===== config.mk =====
export PLATFORM = sky130hd
export DESIGN_NAME = neuron_acc
export DESIGN_NICKNAME = d
export VERILOG_FILES = /design/src/rtl/neuron_acc.sv
export SDC_FILE = /design/constraint.sdc
export NUM_CORES = 1
export LEC_CHECK = 0
export BUFFER_PORTS_ARGS = -buffer_cell sky130_fd_sc_hd__buf_2
export CAP_MARGIN = 20
export CORE_UTILIZATION = 58
export CTS_BUF_LIST = sky130_fd_sc_hd__clkbuf_16
export DETAILED_ROUTE_END_ITERATION = 10
export MAX_ROUTING_LAYER = met4
export PLACE_DENSITY_LB_ADDON = 0.08
export SLEW_MARGIN = 10
export SYNTH_ARGS = -nofsm -noshare
export SYNTH_HDL_FRONTEND = slang
export SYNTH_SLANG_ARGS = --single-unit

===== constraint.sdc =====
create_clock -name clk -period 7.15 [get_ports clk]
set_input_delay 0.715 -clock clk [delete_from_list [all_inputs] [get_ports clk]]
set_output_delay 0.715 -clock clk [all_outputs]
set_load 0.02 [all_outputs]

===== src/rtl/neuron_acc.sv =====
// Neuron dot-product accumulator.
// Consumes (sample, weight) pairs, accumulates N_INPUTS products per vector,
// adds a bias and emits a saturated result two cycles after the last pair.
// Stage 1 registers the full-precision product. Stage 2 accumulates the
// products and, on the last one, loads the saturated output.
module neuron_acc #(
   parameter int unsigned DIN_WIDTH    = 16,
   parameter int unsigned WEIGHT_WIDTH = 16,
   parameter int unsigned N_INPUTS     = 256,
   parameter int unsigned ACC_WIDTH    = 48,
   parameter int unsigned DOUT_WIDTH   = 32
) (
   input  logic                                       clk,
   input  logic                                       rst,
   input  logic signed [DIN_WIDTH-1:0]                din,
   input  logic                                       din_valid,
   input  logic signed [WEIGHT_WIDTH-1:0]             weight,
   input  logic                                       weight_valid,
   input  logic signed [DIN_WIDTH+WEIGHT_WIDTH-1:0]   bias,
   output logic signed [DOUT_WIDTH-1:0]               dout,
   output logic                                       dout_valid,
   output logic                                       dout_sat,
   output logic                                       pair_err
);

   localparam int unsigned PROD_W = DIN_WIDTH + WEIGHT_WIDTH;
   localparam int unsigned IDX_W  = (N_INPUTS > 1) ? $clog2(N_INPUTS) : 1;
   // One extra bit so that adding the bias to the accumulator cannot wrap.
   localparam int unsigned SUM_W  = ACC_WIDTH + 1;

   localparam logic [IDX_W-1:0] LAST_IDX = IDX_W'(N_INPUTS - 1);

   // Signed DOUT_WIDTH limits, expressed at the pre-saturation width.
   localparam logic signed [SUM_W-1:0] SAT_MAX =
      {{(SUM_W - DOUT_WIDTH + 1){1'b0}}, {(DOUT_WIDTH - 1){1'b1}}};
   localparam logic signed [SUM_W-1:0] SAT_MIN =
      {{(SUM_W - DOUT_WIDTH + 1){1'b1}}, {(DOUT_WIDTH - 1){1'b0}}};

   // Pair handshake
   logic w_fire;
   logic w_mismatch;

   // Stage 1 state
   logic [IDX_W-1:0]         r_idx;
   logic signed [PROD_W-1:0] r_prod;
   logic                     r_p_valid;
   logic                     r_p_last;

   // Stage 2 state
   logic signed [ACC_WIDTH-1:0]  r_acc;
   logic                         r_first;
   logic signed [DOUT_WIDTH-1:0] r_dout;
   logic                         r_dout_valid;
   logic                         r_dout_sat;
   logic                         r_pair_err;

   // Stage 2 combinational datapath
   logic signed [ACC_WIDTH-1:0]  w_prod_ext;
   logic signed [ACC_WIDTH-1:0]  w_acc_base;
   logic signed [ACC_WIDTH-1:0]  w_acc_next;
   logic signed [SUM_W-1:0]      w_sum;
   logic signed [DOUT_WIDTH-1:0] w_sum_sat;
   logic                         w_sum_clip;

   assign w_fire     = din_valid & weight_valid;
   assign w_mismatch = din_valid ^ weight_valid;

   // Sticky flag for a beat that arrived without its partner.
   always_ff @(posedge clk or negedge rst) begin
      if (!rst) begin
         r_pair_err <= 1'b0;
      end else if (w_mismatch) begin
         r_pair_err <= 1'b1;
      end
   end

   // Pair index within the current vector, wraps after the last pair.
   always_ff @(posedge clk or negedge rst) begin
      if (!rst) begin
         r_idx <= '0;
      end else if (w_fire) begin
         if (r_idx == LAST_IDX) begin
            r_idx <= '0;
         end else begin
            r_idx <= r_idx + 1'b1;
         end
      end
   end

   // Stage 1: register the full-precision product with valid/last tags.
   always_ff @(posedge clk or negedge rst) begin
      if (!rst) begin
         r_prod    <= '0;
         r_p_valid <= 1'b0;
         r_p_last  <= 1'b0;
      end else begin
         r_p_valid <= w_fire;
         r_p_last  <= w_fire && (r_idx == LAST_IDX);
         if (w_fire) begin
            r_prod <= PROD_W'(din) * PROD_W'(weight);
         end
      end
   end

   // Accumulate, add bias and saturate to the output width.
   always_comb begin
      w_prod_ext = ACC_WIDTH'(r_prod);
      w_acc_base = r_first ? '0 : r_acc;
      w_acc_next = w_acc_base + w_prod_ext;
      w_sum      = SUM_W'(w_acc_next) + SUM_W'(bias);
      w_sum_clip = 1'b0;
      w_sum_sat  = w_sum[DOUT_WIDTH-1:0];
      if (w_sum > SAT_MAX) begin
         w_sum_clip = 1'b1;
         w_sum_sat  = SAT_MAX[DOUT_WIDTH-1:0];
      end else if (w_sum < SAT_MIN) begin
         w_sum_clip = 1'b1;
         w_sum_sat  = SAT_MIN[DOUT_WIDTH-1:0];
      end
   end

   // Stage 2: running sum; the last product restarts the next vector at zero.
   always_ff @(posedge clk or negedge rst) begin
      if (!rst) begin
         r_acc   <= '0;
         r_first <= 1'b1;
      end else if (r_p_valid) begin
         if (r_p_last) begin
            r_acc   <= '0;
            r_first <= 1'b1;
         end else begin
            r_acc   <= w_acc_next;
            r_first <= 1'b0;
         end
      end
   end

   // Output register: one-cycle strobe, result and clip flag held between strobes.
   always_ff @(posedge clk or negedge rst) begin
      if (!rst) begin
         r_dout       <= '0;
         r_dout_valid <= 1'b0;
         r_dout_sat   <= 1'b0;
      end else begin
         r_dout_valid <= r_p_valid && r_p_last;
         if (r_p_valid && r_p_last) begin
            r_dout     <= w_sum_sat;
            r_dout_sat <= w_sum_clip;
         end
      end
   end

   assign dout       = r_dout;
   assign dout_valid = r_dout_valid;
   assign dout_sat   = r_dout_sat;
   assign pair_err   = r_pair_err;

endmodule

== Word level (Yosys, flattened, before mapping) ==
Index checks and enable logic that the tools add are counted.

* $add $sub $neg: 3
* Multiply operators: 1
* Order comparisons: 2
* Equality and inequality tests: 1
* Multiplexer cells: 8
* Bitwise gates (word level): 2
* Reductions and logical operators: 2

{| class="wikitable"
|+ Operators by type and width
! operator !! count
|-
| $mux 48 || 2
|-
| $mux 32 || 2
|-
| $add 48x32->49 || 1
|-
| $gt 49x32->1 const B || 1
|-
| $lt 49x32->1 const B || 1
|-
| $add 48x32->48 || 1
|-
| $mul 16x16->32 || 1
|-
| $add 8x1->8 const B || 1
|-
| $eq 8x8->1 const B || 1
|-
| $mux 8 || 1
|-
| $mux 1 || 3
|-
| $logic_and 1x1->1 || 2
|-
| $and 1x1->1 || 1
|-
| $xor 1x1->1 || 1
|}

* Bits in registers: 126
* Input bits: 68
* Output and inout port bits: 35
* Word-level logic and storage cells: 29

== Longest topological paths before layout ==
Gate-level depths: netlist of run 1.

* Depth in word-level cells: 6
* Mapped depth: 32
* Mapped depth without buffers: 28

== Least setup slack after synthesis of run 1 ==
No wires, ideal clock.

* Kind: input to register
* Start point: input weight[1]
* End point: register r_prod[31]
* Setup time: 0.125 ns
* Arrival time: 7.105 ns
* Required time: 7.025 ns
* Setup slack: -0.080 ns
* Stages: 24
* Buffers on the path: 1
* Cell sequence: clkbuf_1 -> nand2_1 -> inv_1 -> fa_1 -> fa_1 -> inv_1 -> fa_1 -> inv_1 -> fa_1 -> fa_1 -> fa_1 -> ha_1 -> a21o_1 -> a221oi_1 -> o21ai_0 -> and3_1 -> a2111o_1 -> a21o_1 -> a21oi_1 -> o211a_1 -> a21boi_0 -> a31oi_1 -> xnor2_1 -> mux2_2

* Cells in the longest elaborated chain, start to end: 1

{| class="wikitable"
|+ RTL lines
! element !! line !! RTL
|-
| from (decl) || 17 || <nowiki>input logic signed [WEIGHT_WIDTH-1:0] weight,</nowiki>
|-
| $mul 16x16->32 || 100 || <nowiki>r_prod <= PROD_W'(din) * PROD_W'(weight);</nowiki>
|-
| to (signal assigned) || 100 ||
|-
| to (decl) || 45 || <nowiki>logic signed [PROD_W-1:0] r_prod;</nowiki>
|}

Every way passes these cells.
A chain may end at the register's enable or synchronous reset.

== Final worst setup path of run 1 ==
* Start point: register r_first
* End point: register r_dout[9] (netlist: dout[9])

* Cells in the longest elaborated chain, start to end: 6
* Elaborated cells between the ends (all ways): 7
* Classes of those cells: add/sub: 2; order compare: 2; mux: 3

{| class="wikitable"
|+ RTL lines
! element !! line !! RTL
|-
| from (decl) || 51 || <nowiki>logic r_first;</nowiki>
|-
| from (signal assigned) || 126 || <nowiki>r_first <= 1'b1;</nowiki>
|-
| from (signal assigned) || 130 || <nowiki>r_first <= 1'b1;</nowiki>
|-
| from (signal assigned) || 133 || <nowiki>r_first <= 1'b0;</nowiki>
|-
| $mux 48 (*) || 108 || <nowiki>w_acc_base = r_first ? '0 : r_acc;</nowiki>
|-
| $add 48x32->48 (*) || 109 || <nowiki>w_acc_next = w_acc_base + w_prod_ext;</nowiki>
|-
| $add 48x32->49 (*) || 110 || <nowiki>w_sum = SUM_W'(w_acc_next) + SUM_W'(bias);</nowiki>
|-
| $lt 49x32->1 || 116 || <nowiki>end else if (w_sum < SAT_MIN) begin</nowiki>
|-
| $mux 32 || 116 ||
|-
| $mux 32 (*) || 113 || <nowiki>if (w_sum > SAT_MAX) begin</nowiki>
|-
| to (signal assigned) || 147 || <nowiki>r_dout <= w_sum_sat;</nowiki>
|-
| to (decl) || 52 || <nowiki>logic signed [DOUT_WIDTH-1:0] r_dout;</nowiki>
|}

Mark *: on every way between the ends. The rest lies on a longest branch, timed or not.

==> results of run 1 <==
==> layout make-up <==
class                   count  area, µm²  area share
inverters                 320       1200      0.0526
repair buffers            225       1530      0.0670
clock buffers              17        425      0.0186
flip-flops and latches    126       3160       0.138
multi-input cells        1759      15700       0.690
clock inverters            14        194     0.00850
well taps                 455        569      0.0249
==> routing by layer <==
metal,track usage,wire length [µm]
met4,0.0903,1250
met3,0.0263,1590
met2,0.491,23700
met1,0.366,20900
met5,-,0
==> flip-flops by register name, indices dropped and copies added, names as in the netlist <==
register / count
dout: 32
r_idx: 8
r_p_last: 1
r_prod: 32
pair_err: 1
dout_valid: 1
r_acc: 48
dout_sat: 1
r_first: 1
r_p_valid: 1
==> logic make-up (layout without fill, tap and decap cells) <==
group | after synthesis | after routing
adders and majority gates | 446 | 446
DFF | 126 | 126
and+or+nand+nor | 693 | 693
buffers and inverters | 410 | 576
muxes | 32 | 32
AOI/OAI and AO/OA | 466 | 466
xor gates and xnor gates | 122 | 122
==> through the flow <==
step | TNS (ns) | utilization | hold WS, ns | instances | area [µm²]
finish | 0 | 0.661 | 0.317 | 2916 | 22800
global route | -0.0968 | 0.661 | 0.381 | 2916 | 22800
detailed placement | -0.299 | 0.635 | 0.481 | 2877 | 21900
CTS | 0 | 0.653 | 0.338 | 2908 | 22600
global placement | -0.186 | 0.635 | 0.450 | 2877 | 21900
floorplan | 0 | - | 0.419 | 2295 | 20300
==> final timing paths <==
check	to
worst min register to register	pair_err
worst max-delay path	dout[9]
min in group clk	pair_err
worst max register to register	dout[9]
max in group asynchronous	r_first
worst min-delay path	r_prod[3]
==> cells in the final DEF, fill, tap and decap left out, types with 101 or more instances in the layout <==
cell type / instances
inv_1: 320
a21oi_1: 131
buf_2: 101
nand2_1: 233
ha_1: 178
and2_1: 107
nor2_1: 107
buf_4: 118
dfrtp_1: 124
fa_1: 263
==> repair_timing <==
| item | CTS | global route |
|---|---|---|
| gates resized for setup | 1 | 34 |
| hold endpoints to repair | 0 | 0 |
| cloned | 0 | 2 |
| pin swaps | 0 | 14 |
| setup buffers | 0 | 5 |
| endpoints found under the setup margin | 31 | 33 |
==> impl_metrics.env, run 1 <==
export IMPL_ys_top_cells_by_area="fa_1, dfrtp_1, ha_1, inv_1, nand2_1"
export IMPL_synth_top_family_by_area="adder cells"
export IMPL_min_period_over_period=0.959
export IMPL_synth_fa_ha_area_frac=0.372
export IMPL_ant_nets=0
export IMPL_async_reset_ff_frac=1.00
export IMPL_skew_ns=0.00954
export IMPL_r2r_slack_ns=0.30
export IMPL_layout_setup_ws_ns=0.296
export IMPL_synth_top_cell_area_share=0.260
export IMPL_status="complete, no violations"
export IMPL_hold_viol=0
export IMPL_synth_cells=2295
export IMPL_synth_compound_area_frac=0.153
export IMPL_synth_seq_area_share=0.155
export IMPL_finalCriticalPeriod_ns=6.85
export IMPL_yosys_area_top_type="fa_1"
export IMPL_grt_start_max_net_pins=77
export IMPL_synth_xor_area_share=0.0526
export IMPL_synthToLayoutAreaGrowth_pct=12.3
export IMPL_startpoint_type="flop"
export IMPL_crit_start="r_first"
export IMPL_cap_violations=0
export IMPL_slew_headroom=0.388
export IMPL_path_buf_inv=3
export IMPL_die_area_mm2=0.0358
export IMPL_root_buffer="clkbuf_16"
export IMPL_routedWlPerCell_um=16.3
export IMPL_dp_slack_ns=-0.183
export IMPL_cp_slowest_stage_delay_ns=0.60
export IMPL_initial_core_util=0.588
export IMPL_fmax_mhz=146
export IMPL_gr_usage_all_layers=0.289
export IMPL_first_global_vias=16917
export IMPL_synth_most_common_cell="inv_1"
export IMPL_nNetsFinal=2963
export IMPL_routed_wl_um=47400
export IMPL_netlist_top_cells_count="inv_1, fa_1, nand2_1"
export IMPL_avgSynthCellArea_um2=8.85
export IMPL_synthMuxAreaShare=0.0177
export IMPL_crit_arrival_ns=7.21
export IMPL_antenna_found_initial=0
export IMPL_numClockSinks=126
export IMPL_yosys_area_share_simple=0.171
export IMPL_rows=68
export IMPL_ys_ff_latch=126
export IMPL_reg2reg_depth=29
export IMPL_remaining_drc_errors=0
export IMPL_gr_total_overflow=0
export IMPL_hold_buffers=0
export IMPL_grt_pass1_wl_um=81000
export IMPL_top_level_ports=103
export IMPL_fillCellCount=2952
export IMPL_r2r_start="r_first"
export IMPL_synth_cell_type_count=72
export IMPL_syn_num_nets=2809
export IMPL_syn_area_mm2=0.0203
export IMPL_synth_edff_count=0
export IMPL_dieHeight_um=189
export IMPL_final_layout_size_suffix_gt1_frac=0.153
export IMPL_critPathSlowestCell="dfstp_2"
export IMPL_n_antenna_cell=0
export IMPL_worst_slew_pin_slew_ns=0.918
export IMPL_critical_path_class="reg2reg"
export IMPL_cts_tree="yes"
export IMPL_h_tree_depth=4
export IMPL_die_x_um=189
export IMPL_vias=16401
export IMPL_required_ns=7.51
export IMPL_ys_warn_count=0
export IMPL_timing_critical_path_mode_cell="o21ai_1"
export IMPL_clk_latency_ns=0.44
export IMPL_first_pass_iters=8
export IMPL_clk_pin_slew_ns=0.06
export IMPL_cts_buffers=17
export IMPL_min_path_type="in2async"
export IMPL_setup_viol=0
export IMPL_gp_congestion=0.920
export IMPL_routed_via_density=5.62
export IMPL_crit_family="compound AO/OA/AOI/OAI gates"
export IMPL_hpwl_um=38700
export IMPL_io_buffers=102
export IMPL_crit_fanout=23
export IMPL_core_mm2=0.0345
export IMPL_crit_cells=29
export IMPL_endpoint_kind="flop"
export IMPL_clockBufferDepth=2
export IMPL_initialDrtViolationCount=806
export IMPL_yosys_most_used_dff="dfrtp_1"
export IMPL_drv_slew=0
Power of run 1 is left out: the tool's default activity adds up to more than one toggle a clock period on the data nets, which glitch-free logic cannot reach.
==> run 2: changes to the inputs <==
--- a/config.mk
+++ b/config.mk
@@ -12,6 +12,7 @@
 export DETAILED_ROUTE_END_ITERATION = 10
 export MAX_ROUTING_LAYER = met4
 export PLACE_DENSITY_LB_ADDON = 0.08
+export RECOVER_POWER = 25
 export SLEW_MARGIN = 10
 export SYNTH_ARGS = -nofsm -noshare
 export SYNTH_HDL_FRONTEND = slang
==> impl_metrics.env, run 2 (same netlist as run 1, synthesis figures left out) <==
export IMPL_cts_buffers=17
export IMPL_status="complete, but fails checks"
export IMPL_clk_pin_slew_ns=0.06
export IMPL_clockBufferDepth=2
export IMPL_gp_congestion=0.920
export IMPL_cts_tree="yes"
export IMPL_antenna_found_initial=0
export IMPL_dieHeight_um=189
export IMPL_gr_usage_all_layers=0.289
export IMPL_seqCellArea_mm2=0.00315
export IMPL_grt_start_max_net_pins=77
export IMPL_io_buffers=102
export IMPL_mostFrequentLayoutCell="inv_1"
export IMPL_min_period_over_period=0.955
export IMPL_initialDrtViolationCount=811
export IMPL_n_antenna_cell=0
export IMPL_groute_layer_met3_usage=0.0263
export IMPL_skew_ns=0.00953
export IMPL_drv_slew=52
export IMPL_grt_pass1_wl_um=81000
export IMPL_min_path_type="reg2reg"
export IMPL_endpoint_kind="flop"
export IMPL_setup_viol=0
export IMPL_hold_slack_ns=0.484
export IMPL_slew_headroom=-0.904
export IMPL_h_tree_depth=4
export IMPL_core_mm2=0.0345
export IMPL_startpoint_type="flop"
export IMPL_routed_via_density=5.62
export IMPL_hold_buffers=0
export IMPL_vias=16388
export IMPL_final_layout_size_suffix_gt1_frac=0.152
export IMPL_die_area_mm2=0.0358
export IMPL_fmax_mhz=146
export IMPL_routed_wl_um=47400
export IMPL_multi_input_area_mm2=0.0157
export IMPL_cp_slowest_stage_delay_ns=0.60
export IMPL_regMostFlops="r_acc"
export IMPL_clk_latency_ns=0.44
export IMPL_routedWlPerCell_um=16.3
export IMPL_design_area_mm2=0.0228
export IMPL_ant_nets=0
export IMPL_fillCellCount=2952
export IMPL_violations="max-capacitance violations, max-slew violations"
export IMPL_crit_fanout=23
export IMPL_remaining_drc_errors=0
export IMPL_rows=68
export IMPL_synthToLayoutAreaGrowth_pct=12.3
export IMPL_place_area_mm2=0.0219
export IMPL_hold_viol=0
export IMPL_path_buf_inv=3
export IMPL_cap_violations=1
export IMPL_numClockSinks=126
export IMPL_critical_path_class="reg2reg"
export IMPL_nNetsFinal=2963
export IMPL_use_met1=0.366
export IMPL_crit_arrival_ns=7.18
export IMPL_first_global_vias=16917
export IMPL_crit_family="compound AO/OA/AOI/OAI gates"
export IMPL_initial_core_util=0.588
export IMPL_first_pass_iters=5
export IMPL_use_met2=0.491
export IMPL_largest_register_ffs=48
export IMPL_worst_slew_pin_slew_ns=2.86
export IMPL_root_buffer="clkbuf_16"
export IMPL_die_x_um=189
export IMPL_gr_total_overflow=0
export IMPL_timing_critical_path_mode_cell="o21ai_1"
export IMPL_required_ns=7.51
export IMPL_busiest_layer="met2"
export IMPL_layout_common_cells="inv_1, fa_1, nand2_1, ha_1, a21oi_1"
export IMPL_hpwl_um=38700
export IMPL_critPathSlowestCell="dfstp_2"
export IMPL_finalCriticalPeriod_ns=6.83
export IMPL_top_level_ports=103
==> run 2: cell count changes in the layout (fill, tap and decap cells not counted), sizes merged <==
cell,delta
buf,-2
clkbuf,+2
==> run 2: worst reg2reg max path: cells and delay by family, from the launching register on <==
family / cells / cell delay, ns
AOI/OAI and AO/OA: 16 / 3.17
xor gates and xnor gates: 2 / 0.34
adders and majority gates: 2 / 0.72
buffers and inverters: 3 / 0.53
DFF: 1 / 0.60
and+or+nand+nor: 6 / 1.39
==> run 2: area by class of cell <==
type	count	area share
inverters	320	0.0526
clock buffers	17	0.0186
clock inverters	14	0.00850
repair buffers	225	0.0667
flip-flops and latches	126	0.138
well taps	455	0.0250
multi-input cells	1759	0.690
==> run 2: final timing paths <==
| kind | start | end | slack (ns) | cells past startpoint |
|---|---|---|---|---|
| max in group asynchronous | rst | r_first | 3.53 | 3 |
| min | pair_err | pair_err | 0.48 | 1 |
| min in group asynchronous | rst | r_prod[3] | 1.20 | 1 |
| max | r_first | dout[9] | 0.32 | 29 |
| min reg2reg | pair_err | pair_err | 0.48 | 1 |
| max reg2reg | r_first | dout[9] | 0.32 | 29 |
==> run 2: metal layers <==
layer | vias to the layer above | wire length [µm]
met5 | - | 0
met4 | 0 | 1260
met3 | 94 | 1580
met2 | 328 | 23700
met1 | 8116 | 20900
li1 | 7850 | -
==> run 2: repair_timing <==
item / CTS / global route
setup buffers: 0 / 5
resized for setup: 1 / 34
pin swaps: 0 / 14
gates cloned: 0 / 2
setup endpoints to repair: 31 / 33
hold endpoints to repair: 0 / 0
==> run 2: stage by stage <==
step           TNS [ns]  utilization  instances  setup WS [ns]
3_3_place_gp     -0.186        0.635       2877        -0.0877
5_1_grt         -0.0968        0.660       2916        -0.0261
6_report              0        0.660       2916          0.322
4_1_cts               0        0.653       2908         0.0187
3_5_place_dp     -0.299        0.635       2877         -0.183
2_1_floorplan         0            -       2295        0.00608
Power of run 2 is left out for the same reason.
==> run 3: changes to the inputs <==
--- a/config.mk
+++ b/config.mk
@@ -5,14 +5,16 @@
 export SDC_FILE = /design/constraint.sdc
 export NUM_CORES = 1
 export LEC_CHECK = 0
+export ABC_AREA = 1
 export BUFFER_PORTS_ARGS = -buffer_cell sky130_fd_sc_hd__buf_2
 export CAP_MARGIN = 20
-export CORE_UTILIZATION = 58
+export CORE_UTILIZATION = 59
 export CTS_BUF_LIST = sky130_fd_sc_hd__clkbuf_16
 export DETAILED_ROUTE_END_ITERATION = 10
 export MAX_ROUTING_LAYER = met4
 export PLACE_DENSITY_LB_ADDON = 0.08
 export RECOVER_POWER = 25
+export SKIP_LAST_GASP = 1
 export SLEW_MARGIN = 10
 export SYNTH_ARGS = -nofsm -noshare
 export SYNTH_HDL_FRONTEND = slang
==> impl_metrics.env, run 3 <==
export IMPL_status="complete, but fails checks"
export IMPL_violations="max-capacitance violations, max-slew violations"
export IMPL_rsz0062_at_grt="no"
export IMPL_crit_arrival_ns=6.84
export IMPL_rows=71
export IMPL_yosys_most_used_dff="dfrtp_1"
export IMPL_routed_via_density=5.30
export IMPL_endpoint_kind="flop"
export IMPL_cap_violations=1
export IMPL_die_area_mm2=0.0393
export IMPL_synth_cells=3222
export IMPL_numClockSinks=126
export IMPL_core_mm2=0.0378
export IMPL_netlist_top_cells_count="nand2_1, inv_1, fa_1"
export IMPL_synth_most_common_cell="nand2_1"
export IMPL_r2r_slack_ns=0.61
export IMPL_regMostFlops="r_acc"
export IMPL_ys_top_cells_by_area="fa_1, nand2_1, dfrtp_1, inv_1, ha_1"
export IMPL_grt_pass1_wl_um=103000
export IMPL_async_reset_ff_frac=1.00
export IMPL_syn_area_mm2=0.0227
export IMPL_die_x_um=198
export IMPL_synthToLayoutAreaGrowth_pct=6.70
export IMPL_cts_buffers=17
export IMPL_crit_cells=32
export IMPL_clockBufferDepth=2
export IMPL_hold_path_depth=1
export IMPL_layout_common_cells="nand2_1, inv_1, fa_1, nor2_1, ha_1"
export IMPL_ys_ff_latch=126
export IMPL_post_cts_setup_buffers=0
export IMPL_setup_tns_ns=0
export IMPL_required_ns=7.45
export IMPL_slew_headroom=-1.65
export IMPL_drv_slew=72
export IMPL_gp_congestion=1.04
export IMPL_hold_buffers=0
export IMPL_timing_critical_path_mode_cell="nand2_1"
export IMPL_synth_seq_area_share=0.139
export IMPL_mostFrequentLayoutCell="nand2_1"
export IMPL_gr_total_overflow=0
export IMPL_r2r_start="r_first"
export IMPL_synth_edff_count=0
export IMPL_vias=20186
export IMPL_cp_slowest_stage_delay_ns=0.92
export IMPL_ant_nets=0
export IMPL_reg2reg_depth=32
export IMPL_routedWlPerCell_um=16.6
export IMPL_antenna_found_initial=0
export IMPL_crit_fanout=32
export IMPL_h_tree_depth=4
export IMPL_critPathSlowestCell="dfstp_2"
export IMPL_root_buffer="clkbuf_16"
export IMPL_first_global_vias=20707
export IMPL_yosys_area_top_type="fa_1"
export IMPL_fillCellCount=3489
export IMPL_startpoint_type="flop"
export IMPL_crit_start="r_first"
export IMPL_dieHeight_um=198
export IMPL_clk_pin_slew_ns=0.07
export IMPL_place_area_mm2=0.0236
export IMPL_synth_cell_type_count=54
export IMPL_avgSynthCellArea_um2=7.05
export IMPL_path_buf_inv=2
export IMPL_grt_start_max_net_pins=72
export IMPL_cts_tree="yes"
export IMPL_n_antenna_cell=0
export IMPL_hold_viol=0
export IMPL_remaining_drc_errors=0
export IMPL_final_layout_size_suffix_gt1_frac=0.0983
export IMPL_skew_ns=0.0148
export IMPL_fmax_mhz=153
export IMPL_first_pass_iters=6
export IMPL_clk_latency_ns=0.45
export IMPL_design_area_mm2=0.0242
export IMPL_routed_wl_um=63100
export IMPL_synth_top_cell_area_share=0.233
export IMPL_hp_start="pair_err"
export IMPL_setup_viol=0
export IMPL_ctsResizeCount=0
export IMPL_nNetsFinal=3796
export IMPL_min_path_type="reg2reg"
export IMPL_place_inst=3773
export IMPL_largest_register_ffs=48
export IMPL_instances_no_fill=3806
export IMPL_hpwl_um=54000
export IMPL_ys_warn_count=0
export IMPL_initialDrtViolationCount=1073
export IMPL_initial_core_util=0.601
export IMPL_io_buffers=102
export IMPL_critical_path_class="reg2reg"
export IMPL_syn_num_nets=3736
export IMPL_worst_slew_pin_slew_ns=3.97
export IMPL_gr_usage_all_layers=0.346
export IMPL_finalCriticalPeriod_ns=6.54
export IMPL_min_period_over_period=0.915
export IMPL_crit_family="simple AND/OR/NAND/NOR gates"
export IMPL_top_level_ports=103
==> run 3: path summary, 6_finish.rpt <==
| check | end |
|---|---|
| max in group asynchronous | r_acc[34] |
| worst max-delay path | dout[0] |
| worst min-delay path | pair_err |
| worst min register to register | pair_err |
| worst max register to register | dout[0] |
| min in group asynchronous | dout[11] |
==> run 3: cells by family (layout without fill, tap and decap cells) <==
logic type	after synthesis	count (layout)	synth area share
simple gates	1359	1359	0.254
buf+inv	810	883	0.137
fa+ha+maj	446	446	0.333
compound gates	381	381	0.0975
flops	126	126	0.139
xor+xnor	100	100	0.0394
==> run 3: cell type report <==
class / count / area (µm²) / area share
tap: 511 / 639 / 0.0264
clock inverter: 15 / 161 / 0.00666
clock buffer: 17 / 425 / 0.0176
sequential: 126 / 3150 / 0.130
multi-input combinational: 2286 / 16400 / 0.679
timing repair buffer: 120 / 661 / 0.0273
inverter: 731 / 2740 / 0.113
==> run 3: layer usage <==
layer,vias to the layer above,track usage,part of all wire
met1,9514,0.407,0.42
met3,168,0.0317,0.044
met2,620,0.596,0.49
met5,-,-,0
li1,9884,-,-
met4,0,0.165,0.049
==> run 3: stage by stage <==
step	utilization	setup WS, ns	hold WS (ns)
final	0.642	0.610	0.470
after global routing	0.642	0.257	0.499
after CTS	0.641	0.723	0.300
after detailed placement	0.626	0.405	0.465
after global placement	0.626	0.559	0.446
after floorplan	-	0.778	0.419
==> run 3: worst register-to-register path: cells and delay by family (launching register included) <==
family / cells / cell delay [ns]
DFF: 1 / 0.92
adders and majority gates: 2 / 0.80
buffers and inverters: 2 / 0.52
AOI/OAI and AO/OA: 6 / 1.17
and+or+nand+nor: 22 / 3.01
Power of run 3 is left out for the same reason.
